`src/rtl/cl_frame_gen.sv`:
```
// Camera Link video source: FVAL/LVAL/DVAL framing plus N_TAPS-wide test pattern on cl_pclk.
// Latency: enable seen in IDLE at edge k -> cl_fval high after edge k; first LVAL FV_SETUP cycles later.
// Backpressure: none (free-running source); enable is honoured only at IDLE or at the VBLANK exit.
module cl_frame_gen #(
    parameter int N_TAPS   = 10,
    parameter int PIX_W    = 8,
    parameter int H_ACTIVE = 640,
    parameter int V_ACTIVE = 480,
    parameter int H_BLANK  = 16,
    parameter int FV_SETUP = 4,
    parameter int V_BLANK  = 64
) (
    input  logic                      cl_pclk,
    input  logic                      reset_n,
    input  logic                      enable,
    input  logic [1:0]                mode,
    output logic                      cl_fval,
    output logic                      cl_lval,
    output logic                      cl_dval,
    output logic [N_TAPS*PIX_W-1:0]   cl_data,
    output logic [15:0]               frame_cnt,
    output logic                      busy
);

    localparam int BEATS = H_ACTIVE / N_TAPS;
    localparam int SU_W  = $clog2(FV_SETUP + 1);
    localparam int BT_W  = $clog2(BEATS + 1);
    localparam int HB_W  = $clog2(H_BLANK + 1);
    localparam int VB_W  = $clog2(V_BLANK + 1);
    localparam int LN_W  = $clog2(V_ACTIVE + 1);

    localparam logic [SU_W-1:0] SU_LAST = SU_W'(FV_SETUP - 1);
    localparam logic [BT_W-1:0] BT_LAST = BT_W'(BEATS - 1);
    localparam logic [HB_W-1:0] HB_LAST = HB_W'(H_BLANK - 1);
    localparam logic [VB_W-1:0] VB_LAST = VB_W'(V_BLANK - 1);
    localparam logic [LN_W-1:0] LN_LAST = LN_W'(V_ACTIVE - 1);
    localparam logic [15:0]     LFSR_SEED = 16'hACE1;

    typedef enum logic [2:0] {IDLE, SETUP, LINE, HBLANK, TAIL, VBLANK} state_t;

    state_t                  state, next_state;
    logic [SU_W-1:0]         su_cnt;
    logic [BT_W-1:0]         beat_cnt;
    logic [HB_W-1:0]         hb_cnt;
    logic [VB_W-1:0]         vb_cnt;
    logic [LN_W-1:0]         line_cnt;
    logic [1:0]              mode_q;
    logic [15:0]             lfsr;
    logic [15:0]             lfsr_adv;
    logic [15:0]             lfsr_use;
    logic [BT_W-1:0]         nxt_beat;
    logic [LN_W-1:0]         nxt_line;
    logic [31:0]             pix32;
    logic [N_TAPS*PIX_W-1:0] nxt_data;
    logic                    frame_start;

    // Next-state decode; each timed state leaves when its own counter reaches its last cycle
    always_comb begin
        next_state = state;
        case (state)
            IDLE:    if (enable) next_state = SETUP;
            SETUP:   if (su_cnt == SU_LAST) next_state = LINE;
            LINE:    if (beat_cnt == BT_LAST) next_state = (line_cnt == LN_LAST) ? TAIL : HBLANK;
            HBLANK:  if (hb_cnt == HB_LAST) next_state = LINE;
            TAIL:    if (su_cnt == SU_LAST) next_state = VBLANK;
            VBLANK:  if (vb_cnt == VB_LAST) next_state = enable ? SETUP : IDLE;
            default: next_state = IDLE;
        endcase
    end

    // Pattern for the beat that will be on the bus after this edge (outputs are registered)
    always_comb begin
        frame_start = (next_state == SETUP) && (state != SETUP);
        lfsr_adv    = {lfsr[0] ^ lfsr[2] ^ lfsr[3] ^ lfsr[5], lfsr[15:1]};
        lfsr_use    = (state == LINE) ? lfsr_adv : lfsr;
        nxt_beat    = (state == LINE) ? beat_cnt + 1'b1 : '0;
        nxt_line    = (state == HBLANK) ? line_cnt + 1'b1 : line_cnt;
        nxt_data    = '0;
        pix32       = '0;
        for (int t = 0; t < N_TAPS; t++) begin
            case (mode_q)
                2'd1:    pix32 = 32'(nxt_beat) * 32'(N_TAPS) + 32'(t) + 32'(nxt_line);
                2'd2:    pix32 = 32'(frame_cnt);
                2'd3:    pix32 = 32'(lfsr_use) ^ 32'(t);
                default: pix32 = '0;
            endcase
            nxt_data[t*PIX_W +: PIX_W] = pix32[PIX_W-1:0];
        end
    end

    // State, per-state counters, latched mode, LFSR and registered outputs
    always_ff @(posedge cl_pclk or negedge reset_n) begin
        if (!reset_n) begin
            state     <= IDLE;
            su_cnt    <= '0;
            beat_cnt  <= '0;
            hb_cnt    <= '0;
            vb_cnt    <= '0;
            line_cnt  <= '0;
            mode_q    <= '0;
            lfsr      <= LFSR_SEED;
            frame_cnt <= '0;
            cl_fval   <= 1'b0;
            cl_lval   <= 1'b0;
            cl_data   <= '0;
            busy      <= 1'b0;
        end else begin
            state    <= next_state;
            su_cnt   <= ((state == SETUP || state == TAIL) && next_state == state) ? su_cnt + 1'b1 : '0;
            beat_cnt <= (state == LINE   && next_state == LINE)   ? beat_cnt + 1'b1 : '0;
            hb_cnt   <= (state == HBLANK && next_state == HBLANK) ? hb_cnt + 1'b1   : '0;
            vb_cnt   <= (state == VBLANK && next_state == VBLANK) ? vb_cnt + 1'b1   : '0;
            if (frame_start)
                line_cnt <= '0;
            else if (state == HBLANK && next_state == LINE)
                line_cnt <= line_cnt + 1'b1;
            if (frame_start)
                mode_q <= mode;
            if (frame_start)
                lfsr <= LFSR_SEED;
            else if (state == LINE)
                lfsr <= lfsr_adv;
            if (state == TAIL && next_state == VBLANK)
                frame_cnt <= frame_cnt + 16'd1;
            cl_fval <= (next_state == SETUP) || (next_state == LINE) ||
                       (next_state == HBLANK) || (next_state == TAIL);
            cl_lval <= (next_state == LINE);
            cl_data <= (next_state == LINE) ? nxt_data : '0;
            busy    <= (next_state != IDLE);
        end
    end

    assign cl_dval = cl_lval;

endmodule

```
`config.mk`:
```
export PLATFORM = sky130hd
export DESIGN_NAME = cl_frame_gen
export DESIGN_NICKNAME = d
export VERILOG_FILES = /design/src/rtl/cl_frame_gen.sv
export SDC_FILE = /design/constraint.sdc
export NUM_CORES = 1
export LEC_CHECK = 0
export CAP_MARGIN = 25
export CORE_AREA = 2 2 119 121
export CTS_CLUSTER_SIZE = 10
export DETAILED_ROUTE_END_ITERATION = 10
export DIE_AREA = 0 0 121 123
export GPL_ROUTABILITY_DRIVEN = 1
export PLACE_DENSITY = 0.85
export SETUP_SLACK_MARGIN = 0.1
export SLEW_MARGIN = 25
export SYNTH_ARGS = -nofsm -noshare
export SYNTH_HDL_FRONTEND = slang
export SYNTH_SLANG_ARGS = --single-unit
```
`constraint.sdc`:
```
create_clock -name cl_pclk -period 14.06 [get_ports cl_pclk]
set_input_delay 2.109 -clock cl_pclk [delete_from_list [all_inputs] [get_ports cl_pclk]]
set_output_delay 2.109 -clock cl_pclk [all_outputs]
set_load 0.02 [all_outputs]
```
Yosys cells after proc, flatten, opt, wreduce, memory -nomap -nowiden --
Index checks and enable logic that the tools add are counted.
Word-level totals: output and inout bits 100, bits in registers 151, bits of input ports 5
Cells by class: eq/ne operators 20, multiplexer cells 30, $add $sub $neg 25, $mul 1, bitwise operators 12, reduce and logical (&&, ||, !) cells 14
Operators by type and width (count):
- 8-bit case mux with 3 select lines | 10
- 8-bit adder | 10
- 80-bit 2-to-1 mux | 1
- 8-bit by 3-bit adder with 8-bit output (second input constant) | 4
- 16-bit 2-to-1 mux | 2
- 3-bit 2-to-1 mux | 8
- 7-bit 2-to-1 mux | 3
- 9-bit 2-to-1 mux | 2
- 3-bit case mux with 6 select lines | 1
- 16-bit by 1-bit adder with 16-bit output (second input constant) | 1
- 8-bit by 2-bit adder with 8-bit output (second input constant) | 2
- 8-bit by 4-bit adder with 8-bit output (second input constant) | 2
- 3-bit by 2-bit equality test with 1-bit output (second input constant) | 5
- 7-bit by 1-bit adder with 7-bit output (second input constant) | 2
- 7-bit by 6-bit equality test with 1-bit output (second input constant) | 2
- 3-bit equality test (second input constant) | 4
- 9-bit by 1-bit adder with 9-bit output (second input constant) | 1
- 9-bit equality test (second input constant) | 1
- 8-bit by 1-bit adder with 8-bit output (second input constant) | 1
- 8-bit 2-to-1 mux | 1
- 2-bit inverter | 4
- 1-bit logical AND | 7
- 7-bit by 3-bit multiplier with 7-bit output (second input constant) | 1
- 3-bit by 1-bit equality test with 1-bit output (second input constant) | 2
- 16 further kinds | 25

Depth between registers and ports, before layout --
depth after elaboration 8, depth in mapped cells 17, mapped depth without buffers 14

Least setup slack after synthesis --
OpenSTA, ideal clock, no wires.
path kind flip-flop to flip-flop, start point register state[0], end point register cl_data[47], stages on the path, launching flop included 18, setup time 0.082 ns, data arrival time 4.511 ns, buffers on the path 5, path slack 9.467 ns, period minus slack after synthesis 4.593 ns, path through dfrtp_1 > or3b_1 > buf_2 > clkbuf_1 > clkbuf_1 > nor2_1 > ha_1 > ha_1 > fa_1 > ha_1 > inv_1 > fa_1 > o21bai_1 > clkbuf_1 > clkbuf_1 > o211ai_1 > mux2_1 > a31oi_1
On the way: longest elaborated chain between the ends 7, elaborated cells on any way between the ends 22
RTL lines:
- from (decl) | line 41 | state_t state, next_state;
- from (signal assigned) | line 108 | state <= next_state;
- 3-bit by 2-bit equality test with 1-bit output | line 60, 75, 76
- 7-bit 2-to-1 mux | line 76 | nxt_beat = (state == LINE) ? beat_cnt + 1'b1 : '0;
- 7-bit by 3-bit multiplier with 7-bit output | line 82 | 2'd1: pix32 = 32'(nxt_beat) * 32'(N_TAPS) + 32'(t) + 32'(nxt_line);
- 8-bit by 3-bit adder with 8-bit output | line 82
- 8-bit adder | line 82
- 8-bit case mux with 3 select lines | line 81 | case (mode_q)
- 80-bit 2-to-1 mux * | line 128 | cl_data <= (next_state == LINE) ? nxt_data : '0;
- to (signal assigned) | line 128
- to (decl) | line 20 | output logic [N_TAPS*PIX_W-1:0] cl_data,
Mark *: on every way between the ends. The rest lies on a longest branch, timed or not. A chain may end at the register's enable or synchronous reset.

Worst setup path in the final report --
start point register state[0], end point register cl_data[79]
On the way: longest elaborated chain between the ends 7, elaborated cells on any way between the ends 22
RTL lines (line):
- 3-bit by 2-bit equality test with 1-bit output | 60, 75, 76
- 7-bit 2-to-1 mux | 76
- 7-bit by 3-bit multiplier with 7-bit output | 82
- 8-bit by 4-bit adder with 8-bit output | 82
- 8-bit adder | 82
- 8-bit case mux with 3 select lines | 81
- 80-bit 2-to-1 mux * | 128
Marks and branches as above.

==> flow_metrics.env <==
export IMPL_power_uw=833.6
export IMPL_viasPerCell=5.828
export IMPL_criticalPathCategory="reg -> reg"
export IMPL_setup_tns_ps=0
export IMPL_dieArea_sq_mm=0.01488
export IMPL_synthSimpleGateAreaFrac_pct=15.18
export IMPL_vdd_drop_max_uv=74.35
export IMPL_finalSetupViolCount=0
export IMPL_busiest_layer="met2"
export IMPL_slew_violations=0
export IMPL_syn_avg_cell_area_sq_um=9.699
export IMPL_max_freq_ghz=0.1990
export IMPL_crit_path_start_kind="flip-flop"
export IMPL_synth_cell_types=58
export IMPL_synth_seq_cells=136
export IMPL_synthMuxAreaShare_pct=4.040
export IMPL_whs_ps=446.9
export IMPL_final_cell_mix="dfrtp_1, clkdlybuf4s50_1, nand2_1, a21oi_1, nor2_1"
export IMPL_max_stage_delay_ps=690
export IMPL_drt_initial_drc_count=464
export IMPL_cp_startpoint="state[0]"
export IMPL_cp_top_family="adder cells"
export IMPL_rsz0062_at_grt="no"
export IMPL_cts_buffers=17
export IMPL_endpoint="cl_data[79]"
export IMPL_clockBufferDepth=2
export IMPL_reg2reg_to="cl_data[79]"
export IMPL_synth_edf_count=0
export IMPL_ios=105
export IMPL_crit_buf_inv=2
export IMPL_fin_nets=951
export IMPL_seq_area_sq_mm=0.003413
export IMPL_grt_usage_pct=26.48
export IMPL_grt_pass1_vias=6069
export IMPL_finalClockSkew_ps=8.517
export IMPL_max_cap_viol_count=0
export IMPL_cts_sinks=136
export IMPL_grtUsageMet3_pct=4.843
export IMPL_overflow=0
export IMPL_syn_num_nets=885
export IMPL_clkTransAtPathRegs_ps=60
export IMPL_vias=6329
export IMPL_hold_path_class="reg -> reg"
export IMPL_r2r_start="state[0]"
export IMPL_synthFlopType="dfrtp_1"
export IMPL_drc=0
export IMPL_avgRoutedWirePerCell_microns=17.37
export IMPL_r2r_slack_ps=9030
export IMPL_worst_ep_required_time_ps=14390
export IMPL_row_count=43
export IMPL_synthAdderAreaFrac_pct=9.764
export IMPL_drt_wl_total_microns=18860
export IMPL_cellLeakagePower_nw=4.182
export IMPL_cts_tree="yes"
export IMPL_cts_root_buf="clkbuf_16"
export IMPL_grt_max_degree=78
export IMPL_cpMaxStageDelayCell="fa_1"
export IMPL_yosysWarnings=0
export IMPL_dpl_hpwl_microns=12970
export IMPL_ctsHoldBuffers=0
export IMPL_async_flop_share_pct=100.0
export IMPL_synth_top_family_by_area="simple AND/OR/NAND/NOR gates"
export IMPL_port_buffers=104
export IMPL_grt_pass1_wl_microns=30550
export IMPL_final_layout_size_suffix_gt1_share_pct=7.064
export IMPL_post_cts_setup_buffers=0
export IMPL_ant_nets=0
export IMPL_fill_cells=986
export IMPL_n_antenna_cell=0
export IMPL_clk_latency_ps=430
export IMPL_die_w_microns=121
export IMPL_rr_worst_depth=14
export IMPL_finalCriticalPeriod_ps=5026
export IMPL_die_h_microns=123
export IMPL_ctsResizeCount=0
export IMPL_cp_depth=14
export IMPL_initial_core_util_pct=58.93
export IMPL_endpoint_kind="flip-flop"
export IMPL_cp_common_cell="ha_1"
export IMPL_layout_commonest_cell="dfrtp_1"
export IMPL_synth_xor_area_share_pct=10.19
export IMPL_p_per_area_mw_per_mm2=86.59
export IMPL_htree_levels=4
export IMPL_relSlewSlack_pct=30.15
export IMPL_worst_pin_slew_ps=1043
export IMPL_finalHoldViolCount=0
export IMPL_syn_area_sq_mm=0.008021
export IMPL_syn_inst=827
export IMPL_gr_usage_met2_pct=43.08
export IMPL_arrival_ps=5360
export IMPL_path_max_fanout=27
export IMPL_met1_usage_pct=35.43
export IMPL_place_congestion=0.9355
export IMPL_ys_seq_area_share_pct=42.55
export IMPL_dr_pass1_iters=5
export IMPL_finalCritPeriodShare_pct=35.75
export IMPL_status="finished clean"
export IMPL_core_area_sq_mm=0.01361
export IMPL_area_growth_pct=20.01
export IMPL_path_cells="or3b_1 > buf_4 > nor2_1 > ha_1 > ha_1 > fa_1 > ha_1 > inv_1 > fa_1 > nand2b_1 > a21oi_1 > o211ai_1 > mux2_1 > a31oi_1"
export IMPL_antenna_found_initial=0
export IMPL_synth_compound_area_share_pct=12.37
export IMPL_multi_input_area_sq_mm=0.004151
[cell families after synthesis]
logic type      after synthesis
fa+ha+maj                    53
buf+inv                     105
xor+xnor                     81
compound gates              167
flops                       136
mux                          30
simple gates                255
[synth_stat cells (3+ instances only)]
cell type | instances | area [sq um]
dfrtp_1 | 128 | 3203
nand2_1 | 96 | 360.4
a21oi_1 | 73 | 365.4
nor2_1 | 54 | 202.7
xnor2_1 | 40 | 350.3
ha_1 | 37 | 462.9
inv_1 | 37 | 138.9
clkbuf_1 | 35 | 131.4
xor2_1 | 32 | 280.3
o21ai_0 | 27 | 135.1
o211ai_1 | 21 | 157.7
mux2i_1 | 20 | 200.2
buf_4 | 18 | 135.1
nand3_1 | 18 | 90.09
fa_1 | 16 | 320.3
a31oi_1 | 15 | 93.84
nand2b_1 | 14 | 87.58
nor3_1 | 13 | 65.06
nor4_1 | 13 | 81.33
buf_2 | 10 | 50.05
nor2b_1 | 10 | 62.56
nand4_1 | 9 | 56.30
and3_1 | 8 | 50.05
dfstp_2 | 8 | 210.2
o21a_1 | 7 | 52.55
mux2_1 | 6 | 67.56
a211o_1 | 4 | 35.03
and2_1 | 4 | 25.02
xnor3_1 | 4 | 90.09
a21o_1 | 3 | 22.52
a41oi_1 | 3 | 26.28
buf_1 | 3 | 11.26
mux2_2 | 3 | 33.78
nand3b_1 | 3 | 22.52
nand4b_1 | 3 | 26.28
o21ai_1 | 3 | 15.01
xnor2_2 | 3 | 48.80
[metal layers]
| metal | vias to the layer above | share of wire [%] |
|---|---|---|
| li1 | 2943 | - |
| met1 | 3057 | 42 |
| met2 | 283 | 48 |
| met3 | 46 | 7.4 |
| met4 | 0 | 2.7 |
| met5 | - | 0 |
[sequential cells by signal, indices dropped and copies added (netlist names), 2 cells and up]
register / cells
line_cnt: 9
su_cnt: 3
state: 3
mode_q: 2
beat_cnt: 7
lfsr: 16
frame_cnt: 16
hb_cnt: 5
cl_data: 65
vb_cnt: 7
[area by class of cell]
type                    count  area share, %
flip-flops and latches    136          35.46
repair buffers            113          11.53
clock inverters            15          1.612
inverters                  39          1.521
clock buffers              17          4.419
multi-input cells         586          43.12
well taps                 180          2.339
[stage by stage]
step           utilization (%)  std cells  setup WS [ps]  area [sq um]
2_1_floorplan                -        827           9467          8021
3_3_place_gp             66.43       1054           9235          9042
3_5_place_dp             66.46       1054           9332          9046
4_1_cts                  70.72       1086           9117          9627
5_1_grt                  70.72       1086           8850          9627
6_report                 70.72       1086           9034          9627
[how the worst min path moves through the flow]
stage               cells past startpoint         to  startpoint  slack (ps)
floorplan                               1  su_cnt[0]   su_cnt[0]         410
global placement                        1  su_cnt[0]   su_cnt[0]         420
detailed placement                      1  vb_cnt[0]   vb_cnt[0]         440
CTS                                     1  vb_cnt[0]   vb_cnt[0]         450
global route                            1  hb_cnt[0]   hb_cnt[0]         490
finish                                  1  su_cnt[0]   su_cnt[0]         450
[worst reg2reg max path: stages (launching register included)]
cell and delay (ps):
dfrtp_1 540, or3b_1 430, buf_4 240, nor2_1 190, ha_1 250, ha_1 230
fa_1 550, ha_1 200, inv_1 80, fa_1 690, nand2b_1 310, a21oi_1 440
o211ai_1 170, mux2_1 350, a31oi_1 240
[power breakdown]
group	switching, mW	internal [mW]
Sequential	0	0.392
Clock	0.173	0.260
Combinational	0.00731	0.00130
No activity file was read; power rests on OpenSTA's default activity.
